File: src/rtl/mar_ram_unit.sv
// Memory stage: MAR, MDR and a 2^ADDR_W x DATA_W RAM driven by active-low control strobes.
// Includes a host program-load port and an optional sweep that zeroes the RAM after reset.
module mar_ram_unit #(
  parameter int unsigned DATA_W         = 8,
  parameter int unsigned ADDR_W         = 4,
  parameter bit          CLEAR_ON_RESET = 1'b1
) (
  input  logic              clk,
  input  logic              rst,
  input  logic              mar_addr_load_n,
  input  logic              mar_mem_load_n,
  input  logic              ram_en_n,
  input  logic              ram_load_n,
  input  logic [DATA_W-1:0] bus_in,
  input  logic              prog_mode,
  input  logic              prog_we,
  input  logic [ADDR_W-1:0] prog_addr,
  input  logic [DATA_W-1:0] prog_data,
  output logic [DATA_W-1:0] bus_out,
  output logic              bus_drive,
  output logic              ready,
  output logic [ADDR_W-1:0] mar_q,
  output logic [DATA_W-1:0] mdr_q
);

  localparam int unsigned DEPTH = 1 << ADDR_W;

  typedef enum logic {ST_CLEAR, ST_RUN} state_t;

  state_t            state;
  logic [ADDR_W-1:0] ptr;
  logic [DATA_W-1:0] mem [DEPTH];
  logic              cmd_en;
  logic              prog_en;

  assign cmd_en  = ready && (state == ST_RUN) && !prog_mode;
  assign prog_en = ready && (state == ST_RUN) && prog_mode;

  // Control state: clear sweep, then MAR/MDR loads while running
  always_ff @(posedge clk) begin
    if (rst) begin
      state <= CLEAR_ON_RESET ? ST_CLEAR : ST_RUN;
      ptr   <= '0;
      mar_q <= '0;
      mdr_q <= '0;
      ready <= 1'b0;
    end else begin
      case (state)
        ST_CLEAR: begin
          ptr <= ptr + ADDR_W'(1);
          if (ptr == {ADDR_W{1'b1}}) begin
            state <= ST_RUN;
            ready <= 1'b1;
          end
        end
        default: begin
          ready <= 1'b1;
          if (cmd_en) begin
            if (!mar_addr_load_n) mar_q <= bus_in[ADDR_W-1:0];
            if (!mar_mem_load_n)  mdr_q <= bus_in;
          end
        end
      endcase
    end
  end

  // RAM write port; a store always uses the pre-edge MAR and MDR
  always_ff @(posedge clk) begin
    if (!rst) begin
      if (state == ST_CLEAR) begin
        mem[ptr] <= '0;
      end else if (prog_en && prog_we) begin
        mem[prog_addr] <= prog_data;
      end else if (cmd_en && !ram_load_n) begin
        mem[mar_q] <= mdr_q;
      end
    end
  end

  // Zero-latency read so the consumer captures the word at the next edge
  assign bus_drive = cmd_en && !ram_en_n;
  assign bus_out   = bus_drive ? mem[mar_q] : '0;

endmodule

File: config.mk
export PLATFORM = sky130hd
export DESIGN_NAME = mar_ram_unit
export DESIGN_NICKNAME = d
export VERILOG_FILES = /design/src/rtl/mar_ram_unit.sv
export SDC_FILE = /design/constraint.sdc
export NUM_CORES = 1
export LEC_CHECK = 0
export CAP_MARGIN = 40
export CORE_MARGIN = 2
export CORE_UTILIZATION = 40
export CTS_BUF_LIST = sky130_fd_sc_hd__clkbuf_8
export DETAILED_ROUTE_END_ITERATION = 8
export MAX_ROUTING_LAYER = met4
export PLACE_DENSITY = 0.63
export SLEW_MARGIN = 30
export SYNTH_ARGS = -nofsm -noshare
export SYNTH_HDL_FRONTEND = slang
export SYNTH_SLANG_ARGS = --single-unit
File: constraint.sdc
create_clock -name clk -period 4.6 [get_ports clk]
set_input_delay 1.38 -clock clk [delete_from_list [all_inputs] [get_ports clk]]
set_output_delay 1.38 -clock clk [all_outputs]
set_load 0.01 [all_outputs]
==> reports/metrics.cfg <==
[power]
power.density_mw_per_mm2 = 335
p_leak_nw = 2.53
peakVddDrop_mv = 0.165

[setup_path]
end_kind = output port
startpoint = prog_mode
crit_family = buffers and inverters
cp.required_ns = 3.22
r2r_setup_slack_ns = 2.19
slowest_stage = clkdlybuf4s50_1
crit_chain = clkdlybuf4s50_1 -> nand3b_1 -> or2_4 -> a211oi_1 -> clkdlybuf4s50_1
critPathLaunchType = input pin
worst-path-buf-inv = 2
slowest_delay_ns = 0.58
worstSetupPathType = input pin to output port
critical_path_arrival_ns = 3.08
reg2reg_to = mem[11][2]$_DFFE_PP_
crit_cells = 5
crit_path_frequent_cell = clkdlybuf4s50_1
ff2ff_path_depth = 7
crit_path_max_fanout = 9
r2r-start = state$_SDFF_PP0_
crit_end = bus_out[4]

[sta]
setup_tns_ns = 0
hold_viol = 0
fin_crit_ns = 4.46
slew_viol_final = 0
max_freq_mhz = 224
clock_skew_ns = 0.0107
relSlewSlack = 0.557
fin_crit_sh = 0.971
worstMarginPinSlew_ns = 0.664
rsz0062_at_grt = false
finalSetupViolations = 0

[global_route]
grt_pass1_wl_um = 19400
grt.overflow.total = 0
grtUsageTotal = 0.171
grt_max_degree = 33
grt_antenna_before_repair = 0
grt_pass1_vias = 3392

[drt]
drt_iter0_markers = 323
drt-pass1-iter-count = 4
ant_nets = 0
wl_per_cell_um = 20.1
via_per_inst = 5.28
drc = 0
wl_um = 12400
via_count = 3263

[clock_network]
clock_sinks = 150
path_clk_slew_ns = 0.07
cts-buffers-inserted = 17
cts_max_path_buffers = 2
htree_levels = 4
clock_latency_ns = 0.45
postCtsHoldBufs = 0
cts_root_buf = clkbuf_8
tritoncts = done

[logic_synthesis]
synth_flop_cell = edfxtp_1
synthCells = 348
synth_top_cell_by_area = edfxtp_1
ys_seq_elements = 150
synth_common_cells = edfxtp_1 (128), mux4_2 (32), nor2_1 (26), dfxtp_1 (22), nand2_1 (21)
synth_edf_count = 128
yosysTopAreaCellShare = 0.634
synthArstFlopShare = 0
yosysWarnings = 0
post-synth-top-count-cell = edfxtp_1
syn_area_per_cell_um2 = 17.4
synth_area_leaders = edfxtp_1 (63%), mux4_2 (12%), dfxtp_1 (7.3%), a211oi_1 (2.0%), nor2_1 (1.6%)
synth_area_mm2 = 0.00606
ys_types = 40
ys_seq_area_frac = 0.707
syn_nets = 377

[place]
postPlaceCellArea_mm2 = 0.00687
port_buffers = 49
dp_hpwl_um = 8210
gp_congestion = 0.766

[floorplanning]
fp.dieW_um = 127
start_util = 0.414
io_pins = 50
dieHeight_um = 127
die_area_mm2 = 0.0161
core_area_mm2 = 0.0146
fp-row-count = 44

[cells_and_area]
final_area_mm2 = 0.00721
area_growth_pct = 18.9
nets = 450
drive_gt1_frac = 0.244
diodes = 0

[status]
status = finished clean

[hold_path]
hold_path_class = flop to flop

[job]
drv_cap = 0

-- through the flow --
stage / setup slack [ns] / power, mW / hold WS [ns] / std cells / util
4_1_cts: 0.00754 / 2.44 / 0.488 / 618 / 0.491
3_5_place_dp: 0.00962 / 1.59 / 0.476 / 586 / 0.469
5_1_grt: 0.00253 / 2.50 / 0.508 / 618 / 0.492
3_3_place_gp: 0.0824 / 1.59 / 0.469 / 586 / 0.469
6_report: 0.135 / 2.41 / 0.488 / 618 / 0.492
2_1_floorplan: 0.723 / 1.54 / 0.493 / 348 / -
-- where the power goes --
group	total, mW	leakage [nW]	internal, mW	switching, mW
registers	1.47	1.58	1.47	0.00516
clock network	0.854	0.184	0.380	0.474
logic	0.0834	0.768	0.0448	0.0386
-- worst min-delay path by stage --
stage	start	end	slack, ns	cells after the start
after floorplan	mdr_q[0]$_SDFFE_PP0P_	mdr_q[0]$_SDFFE_PP0P_	0.49	2
after global routing	mdr_q[5]$_SDFFE_PP0P_	mdr_q[5]$_SDFFE_PP0P_	0.51	2
final	mdr_q[5]$_SDFFE_PP0P_	mdr_q[5]$_SDFFE_PP0P_	0.49	2
after CTS	mdr_q[5]$_SDFFE_PP0P_	mdr_q[5]$_SDFFE_PP0P_	0.49	2
after global placement	mdr_q[3]$_SDFFE_PP0P_	mdr_q[3]$_SDFFE_PP0P_	0.47	2
after detailed placement	mdr_q[1]$_SDFFE_PP0P_	mdr_q[1]$_SDFFE_PP0P_	0.48	2
-- cell families (layout without fill, tap and decap cells) --
family,count (synthesis),count (layout),share of synthesized area
AO/OA/AOI/OAI,52,52,0.0632
buffers and inverters,22,108,0.0184
flip-flops,150,150,0.707
AND/OR/NAND/NOR,79,79,0.0712
XOR/XNOR,3,3,0.00434
multiplexers,41,41,0.134
adder cells (fa/ha/maj),1,1,0.00206
-- cell type report --
type / instances / area, um^2
timing repair buffer: 74 / 686
inverter: 2 / 7.51
fill: 1227 / 7440
sequential: 150 / 4290
clock buffer: 18 / 248
clock inverter: 14 / 83.8
tap: 184 / 230
multi-input combinational: 176 / 1670
-- state kept, by name, summed over array words and instances, names as in the netlist, named ones only --
| register | flops |
|---|---|
| mar_q | 4 |
| mdr_q | 8 |
| mem | 128 |
| ptr | 4 |
| ready | 1 |
| state | 1 |
-- layer usage --
layer	routed length, um	vias to the layer above	GRT usage	share of wire
met4	109	0	0.0517	0.0088
met1	5690	1629	0.237	0.46
met5	0	-	-	0
met3	921	8	0.0469	0.074
met2	5720	102	0.250	0.46
li1	-	1524	-	-
-- tightest hold or removal path, delay by kind of cell (launching register included) --
| family | cells | cell delay, ns |
|---|---|---|
| DFF | 1 | 0.33 |
| AOI/OAI and AO/OA | 1 | 0.05 |
| and+or+nand+nor | 1 | 0.06 |
-- timing repair --
action,4_1_cts,5_1_grt
setup endpoints to repair,0,9
resized for setup,0,4
setup buffers,0,0
-- cells in the final DEF, fill, tap and decap left out, types with 3 or more instances in the layout --
cell / synthesis / final
nand2_1: 21 / 21
mux2i_1: 9 / 9
buf_4: 2 / 25
or3b_1: 3 / 3
o21ai_1: 4 / 4
a211oi_1: 16 / 16
o21ai_0: 5 / 5
dlymetal6s2s_1: 0 / 3
clkinv_2: 0 / 6
a22o_1: 8 / 8
inv_4: 0 / 4
clkdlybuf4s50_1: 0 / 46
nor2b_1: 9 / 9
clkbuf_8: 0 / 18
mux4_2: 32 / 32
edfxtp_1: 128 / 128
a21oi_1: 13 / 13
nor2_1: 26 / 26
dfxtp_1: 22 / 21
Power figures use the tool's default switching activity.
